## src/rtl/sipo_pkg.sv

```systemverilog
// rtl/sipo_pkg.sv - shared FSM encoding and line-level constants for the serial frame receiver
package sipo_pkg;

   typedef enum logic [1:0] {
      IDLE = 2'd0,
      DATA = 2'd1,
      PAR  = 2'd2,
      STOP = 2'd3
   } state_t;

   localparam logic START_BIT   = 1'b1;
   localparam logic STOP_BIT    = 1'b0;
   localparam logic IDLE_LEVEL  = 1'b0;
   localparam int   QUEUE_DEPTH = 2;

endpackage

```

## src/rtl/sipo_fifo2.sv

```systemverilog
// rtl/sipo_fifo2.sv - two-entry word queue with registered head output
module sipo_fifo2
   import sipo_pkg::*;
#(
   parameter int W = 8
) (
   input  logic         clk,
   input  logic         rst,
   input  logic         push,
   input  logic [W-1:0] din,
   output logic         full,
   input  logic         pop,
   output logic         empty,
   output logic [W-1:0] dout
);

   logic [W-1:0] mem0;
   logic [W-1:0] mem1;
   logic [1:0]   count;

   assign dout  = mem0;
   assign empty = (count == 2'd0);
   assign full  = (count == 2'(QUEUE_DEPTH));

   // mem0 is always the head; a pop shifts mem1 forward, a push fills the first free slot
   always_ff @(posedge clk or negedge rst) begin
      if (!rst) begin
         mem0  <= '0;
         mem1  <= '0;
         count <= 2'd0;
      end else begin
         case ({push, pop})
            2'b10: begin
               if (!full) begin
                  if (empty) mem0 <= din;
                  else       mem1 <= din;
                  count <= count + 2'd1;
               end
            end
            2'b01: begin
               if (!empty) begin
                  mem0  <= mem1;
                  count <= count - 2'd1;
               end
            end
            2'b11: begin
               if (count == 2'd1) begin
                  mem0 <= din;
               end else if (full) begin
                  mem0 <= mem1;
                  mem1 <= din;
               end else begin
                  mem0  <= din;
                  count <= 2'd1;
               end
            end
            default: ;
         endcase
      end
   end

endmodule

```

## src/rtl/sipo_frame_rx.sv

```systemverilog
// rtl/sipo_frame_rx.sv - serial frame receiver and deserialiser; optional parity via SIPO_FRAME_RX_PARITY_EN
module sipo_frame_rx
   import sipo_pkg::*;
#(
   parameter int WIDTH = 8
) (
   input  logic             clk,
   input  logic             rst,
   input  logic             sin,
   output logic [WIDTH-1:0] dout,
   output logic             dout_vld,
   input  logic             dout_rdy,
   output logic             frame_err,
   output logic             ovf,
   input  logic             ovf_clr
);

   localparam int CNT_W = (WIDTH > 1) ? $clog2(WIDTH) : 1;
   localparam logic [CNT_W-1:0] CNT_LAST = CNT_W'(WIDTH - 1);

   state_t           state;
   state_t           state_n;
   logic [CNT_W-1:0] bit_cnt;
   logic [WIDTH-1:0] shreg;
   logic             bit_last;
   logic             push;
   logic             bad;
   logic             pop;
   logic             full;
   logic             empty;
   logic             par_err;

   assign bit_last = (bit_cnt == CNT_LAST);
   assign dout_vld = !empty;
   assign pop      = dout_vld && dout_rdy;

   // frame state register
   always_ff @(posedge clk or negedge rst) begin
      if (!rst) state <= IDLE;
      else      state <= state_n;
   end

   // next state; in STOP a good frame pushes the word, anything else is a framing error
   always_comb begin
      state_n = state;
      push    = 1'b0;
      bad     = 1'b0;
      case (state)
         IDLE: if (sin == START_BIT) state_n = DATA;
         DATA: begin
            if (bit_last) begin
`ifdef SIPO_FRAME_RX_PARITY_EN
               state_n = PAR;
`else
               state_n = STOP;
`endif
            end
         end
         PAR:  state_n = STOP;
         STOP: begin
            state_n = IDLE;
            if (sin == STOP_BIT && !par_err) push = 1'b1;
            else                             bad  = 1'b1;
         end
         default: state_n = IDLE;
      endcase
   end

   // LSB-first deserialisation; counter restarts on every start bit and never wraps past WIDTH-1
   always_ff @(posedge clk or negedge rst) begin
      if (!rst) begin
         bit_cnt <= '0;
         shreg   <= '0;
      end else if (state == IDLE) begin
         bit_cnt <= '0;
      end else if (state == DATA) begin
         shreg[bit_cnt] <= sin;
         bit_cnt        <= bit_last ? '0 : bit_cnt + 1'b1;
      end
   end

`ifdef SIPO_FRAME_RX_PARITY_EN
   // even parity: the parity bit must equal the XOR of the data bits
   always_ff @(posedge clk or negedge rst) begin
      if (!rst)                par_err <= 1'b0;
      else if (state == PAR)   par_err <= (sin != ^shreg);
   end
`else
   assign par_err = 1'b0;
`endif

   // error pulse and sticky overflow; a new drop beats a simultaneous clear
   always_ff @(posedge clk or negedge rst) begin
      if (!rst) begin
         frame_err <= 1'b0;
         ovf       <= 1'b0;
      end else begin
         frame_err <= bad;
         if (push && full && !pop) ovf <= 1'b1;
         else if (ovf_clr)         ovf <= 1'b0;
      end
   end

   sipo_fifo2 #(
      .W (WIDTH)
   ) u_fifo (
      .clk   (clk),
      .rst   (rst),
      .push  (push),
      .din   (shreg),
      .full  (full),
      .pop   (pop),
      .empty (empty),
      .dout  (dout)
   );

endmodule

```

## config.mk

```make
export PLATFORM = sky130hd
export DESIGN_NAME = sipo_frame_rx
export DESIGN_NICKNAME = d
export VERILOG_FILES = /design/src/rtl/sipo_pkg.sv /design/src/rtl/sipo_fifo2.sv /design/src/rtl/sipo_frame_rx.sv
export SDC_FILE = /design/constraint.sdc
export NUM_CORES = 1
export LEC_CHECK = 0
export BUFFER_PORTS_ARGS = -buffer_cell sky130_fd_sc_hd__buf_2
export CORE_AREA = 5 5 63 65
export CTS_CLUSTER_DIAMETER = 80
export DETAILED_ROUTE_END_ITERATION = 8
export DIE_AREA = 0 0 68 70
export PLACE_DENSITY = 0.72
export SLEW_MARGIN = 25
export SYNTH_ARGS = -nofsm -noshare
export SYNTH_HDL_FRONTEND = slang
export SYNTH_SLANG_ARGS = --single-unit
```

## constraint.sdc

```tcl
create_clock -name clk -period 1.7 [get_ports clk]
set_clock_uncertainty 0.15 [all_clocks]
set_input_delay 0.085 -clock clk [delete_from_list [all_inputs] [get_ports clk]]
set_output_delay 0.085 -clock clk [all_outputs]
set_load 0.02 [all_outputs]
```

==> impl_metrics.json, run 1 <==
{
  "outcome": "finished, violations left",
  "violations": "negative setup slack",
  "antenna_found_initial": 0,
  "place.gp.congestion": 0.801,
  "die_y_um": 70,
  "grt_use_total_pct": 15.4,
  "n_fill_cell": 234,
  "synth_ff_type": "dfrtp_1",
  "utilization_pct": 67.8,
  "io_buffers": 15,
  "diodes": 0,
  "place_area_um2": 1910,
  "cpMaxStageDelayCell": "dfrtp_2",
  "critPathKind": "register to register",
  "fin_area_um2": 2230,
  "preCtsSetupSlack_ns": -0.149,
  "avgSynthCellArea_um2": 11.1,
  "nNetsFinal": 205,
  "yosys_warnings": 0,
  "syn-num-nets": 165,
  "netlist_instances": 150,
  "clk_path_buf_depth": 2,
  "initial_core_util_pct": 50.5,
  "drt_wl_total_um": 3460,
  "grt_overflow": 0,
  "ios": 16,
  "dr.pass1.iters": 4,
  "period_minus_slack_ns": 1.74,
  "timing.final.crit_share_pct": 102,
  "max-cap-violations": 0,
  "maxSlewViolCount": 0,
  "ys_async_sr_fraction_pct": 100,
  "synth_seq_cells": 33,
  "endpoint_kind": "register",
  "grt_max_degree": 34,
  "drive_gt1_share_pct": 49.2,
  "ant_nets": 0,
  "synth_area_leaders": "dfrtp_1 (50%), mux2_2 (12%), ha_1 (7.5%)",
  "worstHoldPathType": "primary input to register",
  "yosys.area.top_type": "dfrtp_1",
  "dieArea_um2": 4760,
  "wl_per_cell_um": 14.6,
  "slew_headroom_pct": 50.9,
  "cts_tree": "yes",
  "cts_root_buffer": "clkbuf_4",
  "grt_pass1_wl_um": 5620,
  "tightest_slew_ns": 0.737,
  "routed_via_density": 5.22,
  "slowest_delay_ns": 0.46,
  "fmax_mhz": 574,
  "finalWorstSetupSlack_ns": -0.0425,
  "drc_errors": 0,
  "cp.required_ns": 1.78,
  "critical_path_arrival_ns": 1.82,
  "yosysTopAreaCellShare_pct": 49.8,
  "hold_violations": 0,
  "path_cells": "inv_4 -> ha_4 -> nand2b_1 -> a211o_2 -> o22ai_1 -> nor2_1",
  "clk_pin_slew_worst_paths_ns": 0.10,
  "p_per_area_nw_per_um2": 1960,
  "cts_made_buffers": 5,
  "critPathLaunchType": "register",
  "path_max_fanout": 7,
  "area_growth_syn_to_layout_pct": 34.2,
  "dpl.hpwl_um": 2340,
  "vias": 1237,
  "clock_latency_ns": 0.33,
  "synth_edf_count": 0,
  "htree_levels": 2,
  "rsz0062_at_grt": "true",
  "rrSetupSlack_ns": -0.04,
  "rows": 21,
  "die_w_um": 68,
  "cts.sinks": 33,
  "grt_pass1_vias": 1209,
  "setup_viol": 16,
  "p_leak_uw": 0.000985,
  "fin_hold_ws_ns": 0.130,
  "vdd_drop_max_v": 0.000948,
  "synth_seq_area_share_pct": 49.8,
  "yosys.cell_types.count": 32,
  "drt_iter0_drc": 44,
  "core_area_um2": 3280,
  "syn_area_um2": 1660
}
logic make-up after synthesis:
kind of cell / share of synthesized area [%]
mux: 12.7
flops: 49.8
simple gates: 16.2
buf+inv: 3.17
compound gates: 10.6
fa+ha+maj: 7.54
per-layer routing:
| metal | share of wire (%) | global-route usage (%) | wire, um | vias up |
|---|---|---|---|---|
| met5 | 0 | 0 | 0 | - |
| met4 | 1.0 | 4.42 | 36 | 0 |
| met3 | 4.0 | 5.45 | 137 | 4 |
| met2 | 52 | 25.3 | 1800 | 24 |
| met1 | 43 | 18.7 | 1490 | 601 |
| li1 | - | - | - | 608 |
sequential cells by signal, indices dropped and copies added, names as in the netlist:
register      flops
state             2
ovf               1
shreg             8
u_fifo.dout       8
u_fifo.mem1       8
bit_cnt           3
frame_err         1
u_fifo.count      2
layout by cell type, fill, tap and decap left out, drive strengths merged, types with 5 or more instances in the layout:
| cell | n |
|---|---|
| buf | 34 |
| clkbuf | 5 |
| dfrtp | 33 |
| mux2 | 17 |
| inv | 9 |
| o22ai | 9 |
| nand2b | 5 |
| o21ai | 9 |
| ha | 10 |
| nor2 | 25 |
worst max-delay path: cells and delay by family (launching register included):
| family | cells | cell delay, ns |
|---|---|---|
| fa+ha+maj | 1 | 0.18 |
| simple gates | 2 | 0.20 |
| flops | 1 | 0.46 |
| compound gates | 2 | 0.59 |
| buf+inv | 1 | 0.07 |
where the power goes:
group | switching [uW] | leakage [uW] | internal, uW
clock network | 272 | 0.0000552 | 455
registers | 258 | 0.000402 | 1150
logic | 1120 | 0.000528 | 1110
total | 1650 | 0.000985 | 2710
cells in the mapped netlist, types with 3 or more instances:
master    number
inv_1          9
nand2b_1       4
o22ai_1        9
ha_1          10
dfrtp_1       33
nor2_1        25
mux2_2        17
o21ai_0        5
clkbuf_1       3
nor3_1         3
timing repair:
action | 4_1_cts | 5_1_grt
hold endpoints to repair | 43 | 0
buffers inserted | 3 | 0
gates resized for setup | 11 | 25
pin swaps | 4 | 6
setup endpoints to repair | 19 | 24
hold buffers | 3 | 0
final cells by class:
| class | instances | area [um2] | area share (%) |
|---|---|---|---|
| clock buffer | 5 | 37.5 | 1.69 |
| tap | 46 | 57.6 | 2.58 |
| multi-input combinational | 104 | 938 | 42.1 |
| timing repair buffer | 37 | 264 | 11.9 |
| inverter | 9 | 36.3 | 1.63 |
| clock inverter | 3 | 65.1 | 2.92 |
| sequential | 33 | 828 | 37.2 |
final timing paths:
kind,from,to,depth (start not counted)
setup / recovery,u_fifo.count[0],u_fifo.dout[2],6
hold / removal,dout_rdy,ovf,5
setup reg to reg,u_fifo.count[0],u_fifo.dout[2],6
hold reg to reg,u_fifo.dout[5],u_fifo.dout[5],2
max in group asynchronous,rst,u_fifo.count[0],2
min in group asynchronous,rst,bit_cnt[0],2
stage by stage:
stage	total power, uW	TNS [ns]	cells
after global routing	4680	-1.47	237
final	4370	-0.359	237
after detailed placement	3200	-1.48	223
after CTS	4120	-0.0865	237
after floorplan	2550	0	150
after global placement	3090	-0.261	223
Power figures use the tool's default switching activity.
==> inputs of run 2 (changes only) <==
--- a/config.mk
+++ b/config.mk
@@ -10,8 +10,9 @@
 export CTS_CLUSTER_DIAMETER = 80
 export DETAILED_ROUTE_END_ITERATION = 8
 export DIE_AREA = 0 0 68 70
+export GPL_TIMING_DRIVEN = 0
 export PLACE_DENSITY = 0.72
-export SLEW_MARGIN = 25
+export REMOVE_ABC_BUFFERS = 1
 export SYNTH_ARGS = -nofsm -noshare
 export SYNTH_HDL_FRONTEND = slang
 export SYNTH_SLANG_ARGS = --single-unit
==> impl_metrics.json, run 2 (same netlist as run 1, synthesis figures left out) <==
{
  "path_cells": "buf_4 -> ha_2 -> nor2_4 -> o21ai_2 -> a2111oi_4 -> nor2_1",
  "dr.pass1.iters": 4,
  "slowest_delay_ns": 0.42,
  "drive_gt1_share_pct": 48.4,
  "grt_use_total_pct": 14.7,
  "rows": 21,
  "p_per_area_nw_per_um2": 1860,
  "wl_met3_um": 111,
  "endpoint_kind": "register",
  "r2r_end": "u_fifo.count[1]",
  "min_to": "ovf",
  "drc_errors": 0,
  "die_w_um": 68,
  "critPathKind": "register to register",
  "critPathLaunchType": "register",
  "path_buf_inv": 1,
  "area_growth_syn_to_layout_pct": 29.8,
  "initial_core_util_pct": 50.5,
  "htree_levels": 2,
  "wl_per_cell_um": 14.3,
  "hp-start": "dout_rdy",
  "regToRegStartpoint": "u_fifo.count[1]",
  "tightest_slew_ns": 0.722,
  "maxSlewViolCount": 0,
  "ios": 16,
  "clk_pin_slew_worst_paths_ns": 0.10,
  "p_clk_share_pct": 10.7,
  "clk_path_buf_depth": 2,
  "timing.final.crit_share_pct": 103,
  "antenna_found_initial": 0,
  "wl_met2_um": 1660,
  "switching_share_pct": 41.3,
  "place.gp.congestion": 0.804,
  "final_common_cell": "dfrtp_1",
  "r2r_cells": 6,
  "finalWorstSetupSlack_ns": -0.0455,
  "pwr-share-comb_pct": 53.9,
  "fin_area_um2": 2150,
  "preCtsSetupSlack_ns": -0.188,
  "routed_via_density": 5.25,
  "diodes": 0,
  "vias": 1198,
  "cp_top_family": "compound AO/OA/AOI/OAI gates",
  "cts.sinks": 33,
  "fmax_mhz": 573,
  "cpMaxStageDelayCell": "dfrtp_1",
  "setup_viol": 1,
  "clock_latency_ns": 0.34,
  "rrSetupSlack_ns": -0.05,
  "core_area_um2": 3280,
  "path_max_fanout": 4,
  "worstHoldPathType": "primary input to register",
  "hold_violations": 0,
  "p_int_uw": 2350,
  "die_y_um": 70,
  "final_cell_mix": "dfrtp_1 (30), nor2_1 (24), mux2_2 (16)",
  "p_sw_uw": 1650,
  "rsz0062_at_grt": "true",
  "drt_iter0_drc": 46,
  "cts_made_buffers": 5,
  "p_leak_uw": 0.000924,
  "slew_headroom_pct": 51.8,
  "holdPathStages": 5,
  "place_area_um2": 1770,
  "top_layer_used": "met4",
  "max-cap-violations": 0,
  "power_frac_seq_pct": 35.4,
  "cts_root_buffer": "clkbuf_4",
  "drt-met1-wl_um": 1450,
  "violations": "negative setup slack",
  "dieArea_um2": 4760,
  "nNetsFinal": 196,
  "grt_pass1_vias": 1215,
  "ant_nets": 0,
  "dpl.hpwl_um": 2080,
  "io_buffers": 15,
  "grt_overflow": 0,
  "outcome": "finished, violations left",
  "cts_tree": "yes",
  "vdd_drop_max_v": 0.000959,
  "cp.required_ns": 1.77,
  "period_minus_slack_ns": 1.75,
  "grt_pass1_wl_um": 5380,
  "critical_path_arrival_ns": 1.82,
  "drt_wl_total_um": 3270,
  "grt_max_degree": 34
}
run 2: final cells by class:
class	count	area [um2]
Tap cell	46	57.6
Multi-Input combinational cell	104	982
Inverter	9	36.3
Clock buffer	5	37.5
Timing Repair Buffer	28	193
Sequential cell	33	830
Clock inverter	3	17.5
Fill cell	242	1130
run 2: worst max path at each step:
| stage | start | endpoint | slack, ns | depth (start not counted) |
|---|---|---|---|---|
| floorplan | u_fifo.count[1] | u_fifo.count[1] | -0.04 | 6 |
| global placement | state[0] | u_fifo.count[1] | -0.17 | 5 |
| detailed placement | state[0] | u_fifo.count[1] | -0.19 | 5 |
| CTS | u_fifo.count[0] | u_fifo.count[1] | -0.05 | 6 |
| global route | u_fifo.count[1] | u_fifo.count[1] | -0.11 | 6 |
| finish | u_fifo.count[1] | u_fifo.count[1] | -0.05 | 6 |
run 2: power groups by stage:
stage / clock (uW) / sequential, uW / combinational, uW
after global routing: 490 / 1470 / 2350
after global placement: 0 / 1390 / 1430
after detailed placement: 0 / 1420 / 1490
after CTS: 452 / 1410 / 1740
final: 427 / 1420 / 2160
after floorplan: 0 / 1500 / 1020
run 2: worst reg2reg max path: stages, from the launching register on:
cell and delay [ns]:
dfrtp_1 0.42, buf_4 0.18, ha_2 0.20, nor2_4 0.15, o21ai_2 0.09, a2111oi_4 0.37
nor2_1 0.07
run 2: repair_timing:
action | in CTS | in global routing
pin swaps | 1 | 7
buffers inserted | 2 | 8
gates resized for setup | 21 | 24
setup endpoints to repair | 21 | 22
hold buffers | 3 | 0
cloned | 0 | 0
hold endpoints to repair | 39 | 0
run 2: through the flow:
| stage | power [uW] | std cells | hold WS [ns] | setup TNS, ns | util (%) |
|---|---|---|---|---|---|
| 2_1_floorplan | 2520 | 146 | -0.361 | -0.0377 | - |
| 3_3_place_gp | 2820 | 207 | 0.0269 | -1.07 | 54.0 |
| 3_5_place_dp | 2920 | 207 | 0.0398 | -1.99 | 54.0 |
| 4_1_cts | 3590 | 220 | 0.0432 | -0.221 | 59.5 |
| 5_1_grt | 4310 | 228 | 0.154 | -0.797 | 65.6 |
| 6_report | 4000 | 228 | 0.164 | -0.0455 | 65.6 |
run 2: per-layer routing:
layer / vias to the layer above / GRT usage, %
li1: 594 / -
met1: 577 / 17.8
met2: 20 / 23.9
met3: 7 / 4.97
met4: 0 / 4.86
met5: - / 0
==> inputs of run 3 (changes only) <==
--- a/config.mk
+++ b/config.mk
@@ -5,13 +5,13 @@
 export SDC_FILE = /design/constraint.sdc
 export NUM_CORES = 1
 export LEC_CHECK = 0
-export BUFFER_PORTS_ARGS = -buffer_cell sky130_fd_sc_hd__buf_2
-export CORE_AREA = 5 5 63 65
+export BUFFER_PORTS_ARGS = -buffer_cell sky130_fd_sc_hd__clkbuf_2
+export CAP_MARGIN = 30
+export CORE_AREA = 5 5 73 75
 export CTS_CLUSTER_DIAMETER = 80
 export DETAILED_ROUTE_END_ITERATION = 8
-export DIE_AREA = 0 0 68 70
+export DIE_AREA = 0 0 78 80
 export GPL_TIMING_DRIVEN = 0
-export PLACE_DENSITY = 0.72
 export REMOVE_ABC_BUFFERS = 1
 export SYNTH_ARGS = -nofsm -noshare
 export SYNTH_HDL_FRONTEND = slang
==> impl_metrics.json, run 3 (same netlist as run 1, synthesis figures left out) <==
{
  "p_sw_uw": 1700,
  "worstHoldPathType": "primary input to register",
  "vdd_drop_max_v": 0.000486,
  "multi_input_area_um2": 1020,
  "drt_iter0_drc": 35,
  "rows": 25,
  "drt_wl_total_um": 3410,
  "grt_overflow": 0,
  "pwr-share-comb_pct": 49.2,
  "initial_core_util_pct": 36.1,
  "critPathLaunchType": "register",
  "regArea_um2": 831,
  "ant_nets": 0,
  "io_buffers": 15,
  "tightest_slew_ns": 0.807,
  "drc_errors": 0,
  "ios": 16,
  "max-cap-violations": 0,
  "diodes": 0,
  "cts_root_buffer": "clkbuf_8",
  "die_y_um": 80,
  "violations": "negative setup slack",
  "routed_via_density": 5.19,
  "outcome": "finished, violations left",
  "core_area_um2": 4600,
  "p_leak_uw": 0.000942,
  "fmax_mhz": 582,
  "wl_per_cell_um": 14.6,
  "maxSlewViolCount": 0,
  "setup_viol": 2,
  "nNetsFinal": 193,
  "path_max_fanout": 6,
  "grt_max_degree": 34,
  "period_minus_slack_ns": 1.72,
  "grt_pass1_wl_um": 5400,
  "clk_pin_slew_worst_paths_ns": 0.07,
  "critical_path_arrival_ns": 1.77,
  "endpoint_kind": "register",
  "place.gp.congestion": 0.725,
  "clk_path_buf_depth": 2,
  "n_fill_cell": 412,
  "r2r_cells": 5,
  "rrSetupSlack_ns": -0.02,
  "drive_gt1_share_pct": 51.4,
  "p_int_uw": 2700,
  "holdPathStages": 2,
  "slew_headroom_pct": 46.2,
  "critPathKind": "register to register",
  "dieArea_um2": 6240,
  "cts_made_buffers": 5,
  "hold_violations": 0,
  "vias": 1210,
  "finalWorstSetupSlack_ns": -0.0187,
  "dr.pass1.iters": 5,
  "final_common_cell": "dfrtp_1",
  "clock_latency_ns": 0.28,
  "regToRegStartpoint": "u_fifo.count[0]",
  "antenna_found_initial": 0,
  "final_cell_mix": "dfrtp_1 (29), nor2_1 (23), mux2_2 (17)",
  "die_w_um": 78,
  "power_uw": 4400,
  "wl_met3_um": 163,
  "cts.sinks": 33,
  "r2r_end": "u_fifo.count[0]",
  "htree_levels": 2,
  "cts_tree": "yes",
  "switching_share_pct": 38.7,
  "grt_pass1_vias": 1185,
  "area_growth_syn_to_layout_pct": 35.1,
  "dpl.hpwl_um": 2130,
  "hp-start": "sin",
  "rsz0062_at_grt": "true",
  "drt-met1-wl_um": 1460,
  "min_to": "frame_err",
  "timing.final.crit_share_pct": 101,
  "timing.setup.tns_ns": -0.0242,
  "power_frac_seq_pct": 33.5,
  "grt_use_total_pct": 10.8,
  "p_clk_share_pct": 17.3,
  "cp.required_ns": 1.76,
  "wl_met2_um": 1760,
  "top_layer_used": "met4",
  "p_per_area_nw_per_um2": 1960
}
run 3: area by class of cell:
class,instances,area share [%]
clock buffers,7,3.85
clock inverters,1,1.34
inverters,9,1.62
multi-input cells,104,45.6
flip-flops and latches,33,37.1
well taps,54,3.02
repair buffers,25,7.48
run 3: how the worst max path moves through the flow:
stage	start	to
floorplan	u_fifo.count[1]	u_fifo.count[1]
global placement	state[0]	u_fifo.count[1]
detailed placement	state[0]	u_fifo.count[1]
CTS	u_fifo.count[0]	u_fifo.count[1]
global route	u_fifo.count[1]	u_fifo.dout[5]
finish	u_fifo.count[0]	u_fifo.count[0]
run 3: repair_timing:
action	in CTS	in global routing
endpoints found under the setup margin	21	22
pin swaps	5	9
hold endpoints to repair	34	0
setup buffers	5	3
hold buffers	2	0
gates resized for setup	19	32
run 3: power groups by stage:
stage | sequential [uW] | combinational, uW | clock, uW
after floorplan | 1500 | 1020 | 0
after global placement | 1400 | 1440 | 0
after detailed placement | 1430 | 1490 | 0
after CTS | 1410 | 1740 | 776
after global routing | 1520 | 2380 | 816
final | 1470 | 2160 | 761
run 3: critical path, cell delays in order, from the launching register on:
cell and delay [ns]:
dfrtp_2 0.46, inv_4 0.11, ha_4 0.16, and2b_2 0.27
o31a_2 0.34, o22ai_1 0.14
run 3: through the flow:
| stage | hold slack [ns] | cell area [um2] | worst slack, ns | instances | util [%] |
|---|---|---|---|---|---|
| floorplan | -0.361 | 1640 | -0.0377 | 146 | - |
| global placement | 0.0528 | 1780 | -0.184 | 215 | 38.8 |
| detailed placement | 0.0580 | 1780 | -0.216 | 215 | 38.8 |
| CTS | 0.0606 | 2030 | -0.0168 | 230 | 44.2 |
| global route | 0.0817 | 2240 | -0.0660 | 233 | 48.7 |
| finish | 0.0529 | 2240 | -0.0187 | 233 | 48.7 |
run 3: metal layers:
layer  track usage [%]  vias up
li1                  -      588
met1              12.4      594
met5                 0        -
met4              4.90        0
met3              3.95        7
met2              18.0       21
